`src/rtl/reset_pulse_gen.sv`:
```
// Reset request generator.
// Merges power-on, watchdog, external-button and software reset requests into one
// stretched active-high reset pulse for the downstream reset synchroniser, and
// records the cause of the most recent reset for software. This block is reset
// only by the power-on reset, never by its own output.
module reset_pulse_gen #(
  parameter int unsigned HOLD_CYCLES  = 16,
  parameter int unsigned GUARD_CYCLES = 4
) (
  input  logic       _iClk,
  input  logic       _iReset,
  input  logic       _iSwReq,
  input  logic       _iWdtReq,
  input  logic       _iExtReq,
  input  logic       _iCauseClr,
  output logic       _oReset,
  output logic       _oBusy,
  output logic [2:0] _oCause
);

  // Counter must hold the larger of the two terminal counts.
  localparam int unsigned MaxCycles = (HOLD_CYCLES > GUARD_CYCLES) ? HOLD_CYCLES : GUARD_CYCLES;
  localparam int unsigned CNT_W     = $clog2(MaxCycles) + 1;

  localparam logic [CNT_W-1:0] HoldLast  = CNT_W'(HOLD_CYCLES - 1);
  localparam logic [CNT_W-1:0] GuardLast = CNT_W'(GUARD_CYCLES - 1);
  localparam logic [CNT_W-1:0] CntZero   = '0;
  localparam logic [CNT_W-1:0] CntOne    = CNT_W'(1);

  typedef enum logic [1:0] {
    StIdle   = 2'd0,
    StAssert = 2'd1,
    StGuard  = 2'd2
  } state_e;

  typedef enum logic [2:0] {
    CauseNone = 3'd0,
    CausePor  = 3'd1,
    CauseWdt  = 3'd2,
    CauseExt  = 3'd3,
    CauseSw   = 3'd4
  } cause_e;

  // Rank used when several requests compete for the pending-cause slot.
  function automatic logic [1:0] cause_rank(input cause_e c);
    logic [1:0] r;
    case (c)
      CauseWdt: r = 2'd3;
      CauseExt: r = 2'd2;
      CauseSw:  r = 2'd1;
      default:  r = 2'd0;
    endcase
    return r;
  endfunction

  state_e           state_q, state_d;
  logic [CNT_W-1:0] cnt_q, cnt_d;
  cause_e           cause_q, cause_d;
  logic             pend_q, pend_d;
  cause_e           pend_cause_q, pend_cause_d;
  logic             reset_q, reset_d;
  logic             busy_q, busy_d;

  logic   ext_meta_q, ext_sync_q, ext_prev_q;
  logic   ext_edge;
  logic   req;
  cause_e req_cause;
  cause_e merged_cause;

  // External button: two-flop synchroniser plus a delayed copy for edge detection.
  always_ff @(posedge _iClk or negedge _iReset) begin
    if (!_iReset) begin
      ext_meta_q <= 1'b0;
      ext_sync_q <= 1'b0;
      ext_prev_q <= 1'b0;
    end else begin
      ext_meta_q <= _iExtReq;
      ext_sync_q <= ext_meta_q;
      ext_prev_q <= ext_sync_q;
    end
  end

  // Request decode: a held button level only fires once, on its rising edge.
  always_comb begin
    ext_edge = ext_sync_q & ~ext_prev_q;
    req      = _iSwReq | _iWdtReq | ext_edge;
    if (_iWdtReq) begin
      req_cause = CauseWdt;
    end else if (ext_edge) begin
      req_cause = CauseExt;
    end else if (_iSwReq) begin
      req_cause = CauseSw;
    end else begin
      req_cause = CauseNone;
    end
  end

  // Cause that a pending re-assert will report, including a request on this very edge.
  always_comb begin
    merged_cause = pend_cause_q;
    if (req) begin
      if (!pend_q || (cause_rank(req_cause) > cause_rank(pend_cause_q))) begin
        merged_cause = req_cause;
      end
    end
  end

  // Next-state, counter, cause bookkeeping and registered-output decode.
  always_comb begin
    state_d      = state_q;
    cnt_d        = cnt_q;
    pend_d       = pend_q;
    pend_cause_d = pend_cause_q;
    // A clear loses to any cause update on the same edge, which overwrites below.
    cause_d      = _iCauseClr ? CauseNone : cause_q;

    unique case (state_q)
      StIdle: begin
        if (req) begin
          state_d = StAssert;
          cnt_d   = CntZero;
          cause_d = req_cause;
        end
      end

      StAssert: begin
        if (req) begin
          // Retrigger stretches the pulse but keeps the original cause.
          cnt_d = CntZero;
        end else if (cnt_q == HoldLast) begin
          state_d = StGuard;
          cnt_d   = CntZero;
        end else begin
          cnt_d = cnt_q + CntOne;
        end
      end

      StGuard: begin
        if (req) begin
          pend_d       = 1'b1;
          pend_cause_d = merged_cause;
        end
        if (cnt_q == GuardLast) begin
          cnt_d = CntZero;
          if (pend_q || req) begin
            state_d = StAssert;
            cause_d = merged_cause;
            pend_d  = 1'b0;
          end else begin
            state_d = StIdle;
          end
        end else begin
          cnt_d = cnt_q + CntOne;
        end
      end

      default: begin
        // Unreachable encoding: recover by issuing a fresh reset pulse.
        state_d = StAssert;
        cnt_d   = CntZero;
      end
    endcase

    reset_d = (state_d == StAssert);
    busy_d  = (state_d != StIdle);
  end

  // State and output registers; power-on reset forces a full POR pulse.
  always_ff @(posedge _iClk or negedge _iReset) begin
    if (!_iReset) begin
      state_q      <= StAssert;
      cnt_q        <= CntZero;
      cause_q      <= CausePor;
      pend_q       <= 1'b0;
      pend_cause_q <= CauseNone;
      reset_q      <= 1'b1;
      busy_q       <= 1'b1;
    end else begin
      state_q      <= state_d;
      cnt_q        <= cnt_d;
      cause_q      <= cause_d;
      pend_q       <= pend_d;
      pend_cause_q <= pend_cause_d;
      reset_q      <= reset_d;
      busy_q       <= busy_d;
    end
  end

  assign _oReset = reset_q;
  assign _oBusy  = busy_q;
  assign _oCause = cause_q;

endmodule

```
`config.mk`:
```
export PLATFORM = sky130hd
export DESIGN_NAME = reset_pulse_gen
export DESIGN_NICKNAME = d
export VERILOG_FILES = /design/src/rtl/reset_pulse_gen.sv
export SDC_FILE = /design/constraint.sdc
export NUM_CORES = 1
export LEC_CHECK = 0
export ABC_AREA = 1
export CELL_PAD_IN_SITES_DETAIL_PLACEMENT = 1
export CELL_PAD_IN_SITES_GLOBAL_PLACEMENT = 1
export CORE_ASPECT_RATIO = 0.8
export CORE_MARGIN = 1
export CORE_UTILIZATION = 37
export DETAILED_ROUTE_END_ITERATION = 8
export PLACE_DENSITY = 0.73
export SKIP_CTS_REPAIR_TIMING = 1
export SLEW_MARGIN = 10
export SYNTH_ARGS = -nofsm -noshare
export SYNTH_HDL_FRONTEND = slang
export SYNTH_SLANG_ARGS = --single-unit
```
`constraint.sdc`:
```
create_clock -name _iClk -period 1.8 [get_ports _iClk]
set_clock_uncertainty 0.05 [all_clocks]
set_input_delay 0.18 -clock _iClk [delete_from_list [all_inputs] [get_ports _iClk]]
set_output_delay 0.18 -clock _iClk [all_outputs]
set_load 0.1 [all_outputs]
```
# Word level (Yosys, flattened, before mapping)

Index checks and enable logic that the tools add are counted.

Bitwise logic cells: 4
Mux-type cells: 28
Add/sub/neg operators: 1
Reductions and logical operators: 6
$lt $le $gt $ge: 1
Equal/unequal tests: 12

Operators by type and width:

| kind                | number |
|---|---|
| $mux 3              | 9 |
| $mux 5              | 4 |
| $pmux 2 s3          | 3 |
| $pmux 5 s3          | 1 |
| $eq 3x2->1 const B  | 4 |
| $mux 2              | 6 |
| $eq 3x3->1 const B  | 2 |
| $pmux 3 s2          | 1 |
| $add 5x1->5 const B | 1 |
| $eq 5x2->1 const B  | 1 |
| $eq 5x4->1 const B  | 1 |
| $eq 2x1->1 const B  | 2 |
| $mux 1              | 4 |
| $eq 2x2->1 const B  | 1 |
| $gt 2x2->1          | 1 |
| $logic_not 2->1     | 1 |
| $logic_or 1x1->1    | 2 |
| $ne 2x2->1 const B  | 1 |
| $or 1x1->1          | 2 |
| $reduce_and 2->1    | 1 |
| $reduce_bool 2->1   | 1 |
| $and 1x1->1         | 1 |
| $logic_not 1->1     | 1 |
| $not 1->1           | 1 |

Register bits after elaboration: 19
Output and inout port bits: 5
Bits of input ports: 6

# Longest topological paths before layout

Gate-level depths: netlist (run 1).

Depth in word-level cells: 14
Depth in mapped cells: 17

# Least setup slack after synthesis (run 1)

OpenSTA, ideal clock, no wires.

Path kind: flip-flop to flip-flop
From: register ext_sync_q
To: register cause_q[2], in the netlist _oCause[2]
Path slack: 0.104 ns
Cell stages (with the launch flop): 14
Period minus slack after synthesis: 1.696 ns
Arrival time: 1.530 ns
Library setup time: 0.116 ns
Cells stage by stage: dfrtp_1 -> nand2_4 -> nand2_1 -> nor2_1 -> nor2_1 -> ha_1 -> nand2_1 -> nand2_1 -> nand2_1 -> nand2_1 -> nand2_1 -> nand3_1 -> nand2_1 -> nand2_1

Word-level cells in the longest chain between the ends: 13
Elaborated cells between the ends (all ways): 18
Those cells by class: 1 x order compare; 3 x eq/ne; 10 x mux; 2 x bitwise; 2 x reduce/logical

RTL lines:

| element                                  | RTL line | source |
|---|---|---|
| start: declaration                       | 64       | `logic ext_meta_q, ext_sync_q, ext_prev_q;` |
| start signal: assignment                 | 78       | `ext_sync_q <= ext_meta_q;` |
| $and 1x1->1 *                            | 85       | `ext_edge = ext_sync_q & ~ext_prev_q;` |
| $mux 3                                   | 89       | `end else if (ext_edge) begin` |
| $mux 3                                   | 87       | `if (_iWdtReq) begin` |
| $eq 3x3->1 or $eq 3x2->1 (tied branches) | 47       | `case (c)` |
| $pmux 2 s3                               | 47       |  |
| $mux 2                                   | 101      | `if (req) begin` |
| $gt 2x2->1                               | 102      | `if (!pend_q \|\| (cause_rank(req_cause) > cause_rank(pend_cause_q))) begin` |
| $logic_or 1x1->1                         | 102      |  |
| $mux 3                                   | 102      |  |
| $mux 3                                   | 101      |  |
| $mux 3                                   | 145      | `if (pend_q \|\| req) begin` |
| $mux 3                                   | 143      | `if (cnt_q == GuardLast) begin` |
| $pmux 3 s2 *                             | 117      | `unique case (state_q)` |
| via cause_d[2]                           | 58       | `cause_e cause_q, cause_d;` |
| end signal: assignment                   | 173      | `cause_q <= CausePor;` |
| end signal: assignment                   | 181      | `cause_q <= cause_d;` |
| end: declaration                         | 58       |  |

Mark *: on every way through the listed nets, which the timed path passes. The rest lies on a longest branch. The select of a mux whose other input is x is not followed.
A chain may end at the register's enable or synchronous reset.

# Worst setup path in the final report (run 1)

From: register pend_cause_q[1]
To: register cause_q[1], in the netlist _oCause[1]

Word-level cells in the longest chain between the ends: 10
Elaborated cells between the ends (all ways): 12
Those cells by class: 1 x order compare; 3 x eq/ne; 7 x mux; 1 x reduce/logical

RTL lines:

| element                                  | RTL line | source |
|---|---|---|
| start: declaration                       | 60       | `cause_e pend_cause_q, pend_cause_d;` |
| start signal: assignment                 | 175      | `pend_cause_q <= CauseNone;` |
| start signal: assignment                 | 183      | `pend_cause_q <= pend_cause_d;` |
| $eq 3x3->1 or $eq 3x2->1 (tied branches) | 47       |  |
| $pmux 2 s3                               | 47       |  |
| $mux 2                                   | 101      |  |
| $gt 2x2->1                               | 102      |  |
| $logic_or 1x1->1                         | 102      |  |
| $mux 3                                   | 102      |  |
| $mux 3 *                                 | 101      |  |
| $mux 3 *                                 | 145      |  |
| $mux 3 *                                 | 143      |  |
| $pmux 3 s2 *                             | 117      |  |
| via cause_d[1]                           | 58       |  |

Marks and branches as above.

==> impl_metrics.py, run 1 <==
metrics = {
    "final_layout": {
        "layout.area.seq_sq_um": 480.5,
        "drive_above_1_share_pct": 41.49,
        "synthToLayoutAreaGrowth_pct": 39.09,
        "finish.cell_count_without_fillers": 228,
        "fill_cells": 389,
        "design_area_sq_mm": 0.001683,
        "num-nets-final": 204,
        "finalCoreUtilization_pct": 54.15,
        "multi_input_comb_area_sq_um": 745.7,
        "insertedDiodeCount": 0,
    },
    "critical_path": {
        "timing.critical_path.max_delay_family": "simple AND/OR/NAND/NOR gates",
        "arrival_ns": 1.97,
        "critical_path_peak_fanout": 3,
        "path_cells": "inv_2 -> or2_4 -> ha_1 -> nand2_1 -> nand2_1 -> nand2_2 -> nand2_4 -> nand2_4 -> nand2_2 -> nand2_2 -> nand2_2 -> nand2_1 -> nand2_1",
        "cp-start-kind": "flop",
        "required_ns": 1.91,
        "worst_path_max_delay_cell": "sky130_fd_sc_hd__dfrtp_1",
        "max_stage_delay_ns": 0.37,
        "timing.critical_path.to_type": "flop",
        "setup.worst_path.class": "flop to flop",
        "timing.critical_path.buf_inv": 1,
    },
    "route": {
        "drt_wirelength_um": 3327,
        "drt_iter0_drc": 46,
        "drt_pre_antenna_iters": 4,
        "avgRoutedWirePerCell_um": 14.59,
        "remaining_drc_errors": 0,
        "routed-via-count": 1136,
        "final_antenna_violating_net_count": 0,
        "avgViaCountPerCell": 4.982,
    },
    "outcome": {
        "violations": "negative setup slack",
        "run_status": "complete, but fails checks",
    },
    "floorplan": {
        "row_count": 18,
        "ios": 11,
        "die_area_sq_mm": 0.003504,
        "chipHeight_um": 53.15,
        "initial_core_util_pct": 38.93,
        "fp.coreArea_sq_mm": 0.003108,
        "chipWidth_um": 65.94,
    },
    "timing": {
        "grt_setup_unrepaired": "yes",
        "max_slew.worst_pin.slew_ns": 0.2768,
        "maximum_operating_frequency_mhz": 539.5,
        "final_max_slew_viol_count": 0,
        "min_period_over_period_pct": 103.0,
        "final_setup_viols": 1,
        "finalWorstPathRequiredPeriod_ns": 1.854,
        "hold_viol_final": 0,
        "layout_setup_ws_ns": -0.05370,
        "worst_relative_slew_slack_pct": 81.70,
    },
    "power": {
        "max-vdd-ir-drop_mv": 0.5041,
        "power.density_cell_area_mw_per_mm2": 514.7,
        "p_leak_nw": 0.8144,
    },
    "global_route": {
        "overflow": 0,
        "grt_max_degree": 20,
        "grt_pass1_wl_um": 5078,
        "via_count_of_the_first_global_routing_pass": 1082,
        "grt_antenna_before_repair": 0,
        "global_route.usage.total_pct": 19.96,
    },
    "synth": {
        "synth.cell_area_sq_mm": 0.001210,
        "postSynthAreaPerCell_sq_um": 7.658,
        "synthDominantCellAreaShare_pct": 31.02,
        "mappedNetlistNets": 173,
        "yosys_register_bits": 19,
        "seq_area_frac_synth_pct": 39.71,
        "yosysWarningCount": 0,
        "synth.top_cells.by_area": "sky130_fd_sc_hd__dfrtp_1 (31%), sky130_fd_sc_hd__nand2_1 (13%), sky130_fd_sc_hd__ha_1 (9.3%)",
        "synth_top_cell_by_area": "sky130_fd_sc_hd__dfrtp_1",
        "synthesis.instances": 158,
        "post_synth_num_cell_types": 22,
    },
    "flow_run": {
        "cap_violations": 0,
    },
    "cts": {
        "clock_tree_from_tritoncts": "built",
        "tritoncts_num_sinks": 19,
        "clock_path_buffers": 2,
        "htreeDepth": 1,
        "numCtsBuffers": 3,
        "path_clk_slew_ns": 0.08,
        "cts-root-buf": "sky130_fd_sc_hd__clkbuf_8",
        "clock_insertion_delay_worst_skew_ns": 0.27,
    },
    "place": {
        "total_placed_cells_including_tap_cells": 220,
        "port_bufs": 10,
        "dpl-instance-area_sq_mm": 0.001475,
        "hpwlAfterDp_um": 2428,
        "gpl.final_weighted_congestion": 0.8409,
        "dp_worst_setup_slack_ns": -0.2409,
    },
    "worst_hold_path": {
        "timing.hold.worst.class": "input pin to asynchronous set/reset pin",
    },
}
-- metal layers --
layer,vias up,GRT usage [%],routed length (um)
li1,551,-,-
met5,-,0,0
met3,4,4.741,95
met4,0,4.255,23
met2,14,31.46,1600
met1,567,27.72,1608
-- cells in the mapped netlist --
library cell / n
sky130_fd_sc_hd__inv_2: 5
sky130_fd_sc_hd__a31oi_1: 2
sky130_fd_sc_hd__nor2_1: 13
sky130_fd_sc_hd__o31ai_4: 1
sky130_fd_sc_hd__or2_2: 1
sky130_fd_sc_hd__dfrtp_1: 15
sky130_fd_sc_hd__o21ai_2: 2
sky130_fd_sc_hd__inv_1: 24
sky130_fd_sc_hd__nor2_4: 3
sky130_fd_sc_hd__nand3_1: 9
sky130_fd_sc_hd__nor2_2: 3
sky130_fd_sc_hd__a21oi_1: 10
sky130_fd_sc_hd__o21a_1: 2
sky130_fd_sc_hd__nor3_1: 2
sky130_fd_sc_hd__nand2_2: 2
sky130_fd_sc_hd__o21ai_0: 4
sky130_fd_sc_hd__dfstp_2: 4
sky130_fd_sc_hd__ha_1: 9
sky130_fd_sc_hd__nand2_4: 2
sky130_fd_sc_hd__o21ai_1: 2
sky130_fd_sc_hd__o22ai_1: 1
sky130_fd_sc_hd__nand2_1: 42
-- metrics by stage --
step / TNS, ns / total power, W / hold WS, ns
6_report: -0.05370 / 0.0008663 / 0.1947
5_1_grt: -0.6345 / 0.0009097 / 0.2327
4_1_cts: -0.5006 / 0.0008546 / 0.2064
3_5_place_dp: -1.067 / 0.0005303 / 0.2926
3_3_place_gp: -0.3463 / 0.0005262 / 0.2989
2_1_floorplan: 0 / 0.0004824 / -0.1656
-- cell families after synthesis --
group,synth area share (%)
buf+inv,8.997
simple gates,29.37
compound gates,12.62
fa+ha+maj,9.307
flops,39.71
-- path summary, 6_finish.rpt --
kind                                             start                    to  slack (ns)  depth (start not counted)
max                        pend_cause_q[1]$_DFFE_PN0P_  _oCause[1]$_DFF_PN0_       -0.05                         13
min                                            _iReset  _oCause[2]$_DFF_PN0_        0.19                          2
max reg2reg                pend_cause_q[1]$_DFFE_PN0P_  _oCause[1]$_DFF_PN0_       -0.05                         13
min reg2reg                       ext_meta_q$_DFF_PN0_  ext_sync_q$_DFF_PN0_        0.32                          0
max in group asynchronous                      _iReset  state_q[0]$_DFF_PN1_        1.23                          2
min in group _iClk                            _iExtReq  ext_meta_q$_DFF_PN0_        0.31                          1
-- power breakdown --
group	internal, W	switching (W)
clock network	0.000156	0.000164
logic	0.0000476	0.0000598
registers	0.000433	0.00000486
total	0.000637	0.000229
-- area by class of cell --
cell class	instances	share of cell area, %
Clock buffer	3	2.454
Clock inverter	1	0.4461
Inverter	29	6.468
Multi-Input combinational cell	110	44.31
Sequential cell	19	28.55
Tap cell	40	2.974
Timing Repair Buffer	26	14.80
-- worst register-to-register path, cell delays in order, from the launching register on --
cell,delay [ns]
sky130_fd_sc_hd__dfrtp_1,0.37
sky130_fd_sc_hd__inv_2,0.04
sky130_fd_sc_hd__or2_4,0.25
sky130_fd_sc_hd__ha_1,0.32
sky130_fd_sc_hd__nand2_1,0.10
sky130_fd_sc_hd__nand2_1,0.08
sky130_fd_sc_hd__nand2_2,0.08
sky130_fd_sc_hd__nand2_4,0.07
sky130_fd_sc_hd__nand2_4,0.09
sky130_fd_sc_hd__nand2_2,0.06
sky130_fd_sc_hd__nand2_2,0.09
sky130_fd_sc_hd__nand2_2,0.06
sky130_fd_sc_hd__nand2_1,0.06
sky130_fd_sc_hd__nand2_1,0.05
-- registers in the layout (all words and copies together) (netlist names) --
register and cells:
cnt_q 5, ext_meta_q 1, _oCause 3, state_q 2, _oReset 1, ext_prev_q 1, _oBusy 1, pend_q 1
ext_sync_q 1, pend_cause_q 3
-- cells in the final DEF (no fill, tap or decap) --
master                            instances
sky130_fd_sc_hd__nand2_1                 29
sky130_fd_sc_hd__inv_1                   19
sky130_fd_sc_hd__buf_4                   17
sky130_fd_sc_hd__dfrtp_1                 15
sky130_fd_sc_hd__nand2_2                 13
sky130_fd_sc_hd__nor2_1                  11
sky130_fd_sc_hd__inv_2                   10
sky130_fd_sc_hd__a21oi_1                  8
sky130_fd_sc_hd__nand3_1                  6
sky130_fd_sc_hd__ha_1                     6
sky130_fd_sc_hd__clkdlybuf4s50_1          5
sky130_fd_sc_hd__nand2_4                  4
sky130_fd_sc_hd__nor2_4                   4
sky130_fd_sc_hd__nor2_2                   4
sky130_fd_sc_hd__o21ai_0                  4
sky130_fd_sc_hd__dfstp_2                  4
sky130_fd_sc_hd__o21ai_2                  3
sky130_fd_sc_hd__clkbuf_8                 3
sky130_fd_sc_hd__buf_12                   3
sky130_fd_sc_hd__nand3_2                  2
sky130_fd_sc_hd__a31oi_1                  2
sky130_fd_sc_hd__o21a_1                   2
sky130_fd_sc_hd__ha_2                     2
sky130_fd_sc_hd__or2_4                    1
sky130_fd_sc_hd__a21oi_4                  1
sky130_fd_sc_hd__nor3_4                   1
sky130_fd_sc_hd__nand3_4                  1
sky130_fd_sc_hd__o22ai_1                  1
sky130_fd_sc_hd__nor3_1                   1
sky130_fd_sc_hd__o31ai_4                  1
sky130_fd_sc_hd__a21oi_2                  1
sky130_fd_sc_hd__o21ai_1                  1
sky130_fd_sc_hd__ha_4                     1
sky130_fd_sc_hd__clkinvlp_4               1
sky130_fd_sc_hd__buf_6                    1
Note: power is estimated with default switching activity, not from simulation.
==> run 2, diff against run 1 <==
- CORE_UTILIZATION: 37 -> 42
- CTS_CLUSTER_SIZE: default -> 14
- PLACE_DENSITY: 0.73 -> 0.78
- clock period: 1.8 -> 2.4 ns (I/O delays scaled with it)
==> impl_metrics.py, run 2 (same netlist as run 1, synthesis figures left out) <==
metrics = {
    "final_layout": {
        "finish.cell_count_without_fillers": 212,
        "final_cell_mix": "sky130_fd_sc_hd__nand2_1 (42), sky130_fd_sc_hd__inv_1 (24), sky130_fd_sc_hd__dfrtp_1 (15)",
        "registers.top_by_ff_count": "cnt_q",
        "layout.area.seq_sq_um": 480.5,
        "fill_cells": 355,
        "largest_reg_flops": 5,
        "drive_above_1_share_pct": 19.54,
        "layout_commonest_cell": "sky130_fd_sc_hd__nand2_1",
        "insertedDiodeCount": 0,
        "synthToLayoutAreaGrowth_pct": 14.89,
        "multi_input_comb_area_sq_um": 620.6,
        "finalCoreUtilization_pct": 50.66,
        "num-nets-final": 190,
    },
    "critical_path": {
        "timing.critical_path.to_type": "flop",
        "arrival_ns": 2.16,
        "cp-start-kind": "flop",
        "critical_path_peak_fanout": 5,
        "required_ns": 2.57,
        "setup.worst_path.class": "flop to flop",
    },
    "timing": {
        "finalWorstPathRequiredPeriod_ns": 1.991,
        "min_period_over_period_pct": 82.98,
        "final_setup_viols": 0,
        "worst_relative_slew_slack_pct": 79.03,
        "hold_viol_final": 0,
        "max_slew.worst_pin.slew_ns": 0.3121,
        "grt_setup_unrepaired": "no",
        "maximum_operating_frequency_mhz": 502.1,
        "final_max_slew_viol_count": 0,
        "finalSetupTns_ns": 0,
    },
    "cts": {
        "cts-root-buf": "sky130_fd_sc_hd__clkbuf_4",
        "clock_path_buffers": 2,
        "htreeDepth": 1,
        "tritoncts_num_sinks": 19,
        "clock_tree_from_tritoncts": "built",
        "clock_insertion_delay_worst_skew_ns": 0.31,
        "numCtsBuffers": 3,
        "path_clk_slew_ns": 0.13,
    },
    "floorplan": {
        "chipWidth_um": 62.01,
        "chipHeight_um": 50.01,
        "fp.coreArea_sq_mm": 0.002744,
        "initial_core_util_pct": 44.09,
        "die_area_sq_mm": 0.003101,
        "ios": 11,
        "row_count": 17,
    },
    "place": {
        "hpwlAfterDp_um": 2254,
        "total_placed_cells_including_tap_cells": 208,
        "port_bufs": 10,
        "gpl.final_weighted_congestion": 0.8256,
    },
    "power": {
        "p_leak_nw": 0.6954,
        "post-layout-total-power_w": 0.0005608,
        "max-vdd-ir-drop_mv": 0.3778,
        "power.density_cell_area_mw_per_mm2": 403.4,
    },
    "route": {
        "avgViaCountPerCell": 4.915,
        "drt_pre_antenna_iters": 4,
        "drt_wirelength_um": 2799,
        "drt_iter0_drc": 36,
        "remaining_drc_errors": 0,
        "routed-via-count": 1042,
        "avgRoutedWirePerCell_um": 13.20,
        "final_antenna_violating_net_count": 0,
    },
    "global_route": {
        "via_count_of_the_first_global_routing_pass": 1042,
        "global_route.usage.total_pct": 21.12,
        "grt_pass1_wl_um": 4705,
        "overflow": 0,
        "grt_antenna_before_repair": 0,
        "grt_max_degree": 20,
    },
    "flow_run": {
        "cap_violations": 0,
    },
    "outcome": {
        "run_status": "completed",
    },
    "worst_hold_path": {
        "timing.hold.worst.class": "input pin to asynchronous set/reset pin",
    },
}
run 2: area by class of cell:
type,count,share of cell area [%]
Clock buffer,3,1.620
Clock inverter,1,0.5401
Inverter,29,7.831
Multi-Input combinational cell,110,44.64
Sequential cell,19,34.56
Tap cell,38,3.420
Timing Repair Buffer,12,7.381
run 2: power breakdown:
part           leakage [nW]  internal [W]  switching (W)
registers             0.236      0.000325     0.00000355
logic                 0.445     0.0000207      0.0000330
clock network        0.0139     0.0000635       0.000115
run 2: worst max-delay path, cell delays in order (launching register included):
cell and delay, ns:
sky130_fd_sc_hd__dfrtp_1 0.43, sky130_fd_sc_hd__nand2_4 0.12, sky130_fd_sc_hd__nand2_1 0.14, sky130_fd_sc_hd__nor2_1 0.21
sky130_fd_sc_hd__nor2_1 0.08, sky130_fd_sc_hd__ha_1 0.19, sky130_fd_sc_hd__inv_1 0.06, sky130_fd_sc_hd__nand2_1 0.05
sky130_fd_sc_hd__nand2_1 0.05, sky130_fd_sc_hd__nand2_1 0.05, sky130_fd_sc_hd__nand2_1 0.09, sky130_fd_sc_hd__nand2_1 0.10
sky130_fd_sc_hd__nand2_1 0.09, sky130_fd_sc_hd__nand3_1 0.08, sky130_fd_sc_hd__nand2_1 0.07, sky130_fd_sc_hd__nand2_1 0.04
run 2: path summary, 6_finish.rpt:
check	startpoint	to	slack [ns]	depth (start not counted)
setup / recovery	ext_sync_q$_DFF_PN0_	_oCause[2]$_DFF_PN0_	0.41	15
hold / removal	_iReset	cnt_q[2]$_DFFE_PN0P_	0.19	2
setup reg to reg	ext_sync_q$_DFF_PN0_	_oCause[2]$_DFF_PN0_	0.41	15
hold reg to reg	ext_meta_q$_DFF_PN0_	ext_sync_q$_DFF_PN0_	0.32	0
max in group asynchronous	_iReset	state_q[0]$_DFF_PN1_	1.83	2
min in group _iClk	ext_meta_q$_DFF_PN0_	ext_sync_q$_DFF_PN0_	0.32	0
run 2: layer usage:
| layer | vias to the layer above | track usage [%] | share of wire [%] |
|---|---|---|---|
| met5 | - | 0 | 0 |
| met4 | 0 | 4.444 | 0.57 |
| met3 | 2 | 5.512 | 4.1 |
| met2 | 20 | 30.67 | 42 |
| met1 | 493 | 31.10 | 54 |
| li1 | 527 | - | - |
run 2: stage by stage:
step	hold WS, ns	setup slack (ns)	area (sq um)
after CTS	0.1983	0.3889	1390
after detailed placement	0.2870	0.2233	1360
final	0.1925	0.4085	1390
after floorplan	-0.1056	0.7036	1210
after global placement	0.2993	0.2982	1360
after global routing	0.2318	0.2081	1390
==> run 3, diff against run 2 <==
- CORE_UTILIZATION: 42 -> 41
- PLACE_DENSITY: 0.78 -> 0.76
- clock period: 2.4 -> 2 ns (I/O delays scaled with it)
==> impl_metrics.py, run 3 (same netlist as run 1, synthesis figures left out) <==
metrics = {
    "cts": {
        "clock_tree_from_tritoncts": "built",
        "cts-root-buf": "sky130_fd_sc_hd__clkbuf_8",
        "clock_path_buffers": 2,
        "numCtsBuffers": 3,
        "clock_insertion_delay_worst_skew_ns": 0.26,
        "tritoncts_num_sinks": 19,
        "path_clk_slew_ns": 0.08,
        "htreeDepth": 1,
    },
    "outcome": {
        "run_status": "completed",
    },
    "critical_path": {
        "critical_path.startpoint": "ext_sync_q$_DFF_PN0_",
        "timing.rr.start": "ext_sync_q$_DFF_PN0_",
        "required_ns": 2.11,
        "critical_path_peak_fanout": 5,
        "setup.worst_path.class": "flop to flop",
        "cp-start-kind": "flop",
        "timing.critical_path.to_type": "flop",
        "arrival_ns": 1.92,
    },
    "global_route": {
        "grt_max_degree": 20,
        "grt_pass1_wl_um": 4850,
        "global_route.usage.total_pct": 20.37,
        "via_count_of_the_first_global_routing_pass": 1065,
        "overflow": 0,
        "grt_antenna_before_repair": 0,
    },
    "final_layout": {
        "synthToLayoutAreaGrowth_pct": 20.89,
        "largest_reg_flops": 5,
        "registers.top_by_ff_count": "cnt_q",
        "drive_above_1_share_pct": 26.55,
        "num-nets-final": 193,
        "fill_cells": 362,
        "finalCoreUtilization_pct": 52.49,
        "final_cell_mix": "sky130_fd_sc_hd__nand2_1 (37), sky130_fd_sc_hd__inv_1 (24), sky130_fd_sc_hd__dfrtp_1 (15)",
        "layout_commonest_cell": "sky130_fd_sc_hd__nand2_1",
        "insertedDiodeCount": 0,
    },
    "timing": {
        "final_setup_viols": 0,
        "grt_setup_unrepaired": "no",
        "final_max_slew_viol_count": 0,
        "maximum_operating_frequency_mhz": 552.6,
        "min_period_over_period_pct": 90.48,
        "worst_relative_slew_slack_pct": 81.02,
        "finalSetupTns_ns": 0,
        "finalWorstPathRequiredPeriod_ns": 1.810,
        "hold_viol_final": 0,
        "max_slew.worst_pin.slew_ns": 0.2847,
    },
    "power": {
        "p_leak_nw": 0.7145,
        "max-vdd-ir-drop_mv": 0.4641,
        "power.density_cell_area_mw_per_mm2": 511.9,
    },
    "place": {
        "port_bufs": 10,
        "hpwlAfterDp_um": 2320,
        "gpl.final_weighted_congestion": 0.8272,
    },
    "route": {
        "routed-via-count": 1046,
        "drt_iter0_drc": 36,
        "avgViaCountPerCell": 4.865,
        "drt_wirelength_um": 2853,
        "final_antenna_violating_net_count": 0,
        "remaining_drc_errors": 0,
        "drt_pre_antenna_iters": 4,
        "avgRoutedWirePerCell_um": 13.27,
    },
    "floorplan": {
        "ios": 11,
        "fp.coreArea_sq_mm": 0.002786,
        "initial_core_util_pct": 43.42,
        "die_area_sq_mm": 0.003174,
        "chipHeight_um": 50.59,
        "chipWidth_um": 62.74,
        "row_count": 17,
    },
    "flow_run": {
        "cap_violations": 0,
    },
    "worst_hold_path": {
        "timing.hold.worst.class": "input pin to asynchronous set/reset pin",
    },
}
run 3: power by group:
part / switching, W / internal (W) / total (W)
Sequential: 0.00000426 / 0.000390 / 0.000394
Combinational: 0.0000431 / 0.0000301 / 0.0000732
Clock: 0.000141 / 0.000141 / 0.000281
run 3: path summary, 6_finish.rpt:
check | endpoint | slack (ns) | cells after the start
max | _oCause[1]$_DFF_PN0_ | 0.19 | 14
min | _oCause[1]$_DFF_PN0_ | 0.21 | 2
max reg2reg | _oCause[1]$_DFF_PN0_ | 0.19 | 14
min reg2reg | ext_sync_q$_DFF_PN0_ | 0.31 | 0
max in group asynchronous | _oBusy$_DFF_PN1_ | 1.41 | 2
min in group _iClk | ext_sync_q$_DFF_PN0_ | 0.31 | 0
run 3: worst max-delay path, stage by stage (launching register included):
cell	delay (ns)
sky130_fd_sc_hd__dfrtp_1	0.41
sky130_fd_sc_hd__nand2_4	0.13
sky130_fd_sc_hd__nand2_2	0.08
sky130_fd_sc_hd__nor2_2	0.11
sky130_fd_sc_hd__nor2_1	0.05
sky130_fd_sc_hd__ha_1	0.27
sky130_fd_sc_hd__nand2_1	0.05
sky130_fd_sc_hd__nand2_1	0.07
sky130_fd_sc_hd__nand2_2	0.08
sky130_fd_sc_hd__nand2_2	0.10
sky130_fd_sc_hd__nand2_1	0.05
sky130_fd_sc_hd__nand2_1	0.09
sky130_fd_sc_hd__nand2_1	0.08
sky130_fd_sc_hd__nand2_1	0.06
sky130_fd_sc_hd__nand2_1	0.04
run 3: through the flow:
step           instances  setup slack (ns)  hold slack (ns)  total power (W)  cell area [sq um]
2_1_floorplan        158            0.3036          -0.1456        0.0004342               1210
3_3_place_gp         211           0.04273           0.2942        0.0004683               1383
3_5_place_dp         211          -0.02671           0.2857        0.0004721               1383
4_1_cts              215           0.04670           0.2307        0.0007572               1431
5_1_grt              215           0.01355           0.2415        0.0007805               1463
6_report             215            0.1904           0.2113        0.0007487               1463
run 3: layout make-up:
cell class | count | area, sq um | area share, %
Tap cell | 38 | 47.55 | 3.251
Timing Repair Buffer | 15 | 125.1 | 8.554
Sequential cell | 19 | 480.5 | 32.85
Multi-Input combinational cell | 110 | 651.9 | 44.57
Clock buffer | 3 | 41.29 | 2.823
Clock inverter | 1 | 7.507 | 0.5133
Inverter | 29 | 108.9 | 7.442
run 3: per-layer routing:
layer	GRT usage, %	vias up	wire length [um]	share of wire [%]
met3	5.227	2	100	3.5
met2	33.88	20	1255	44
met5	0	-	0	0
li1	-	529	-	-
met1	27.02	495	1487	52
met4	3.488	0	9	0.32
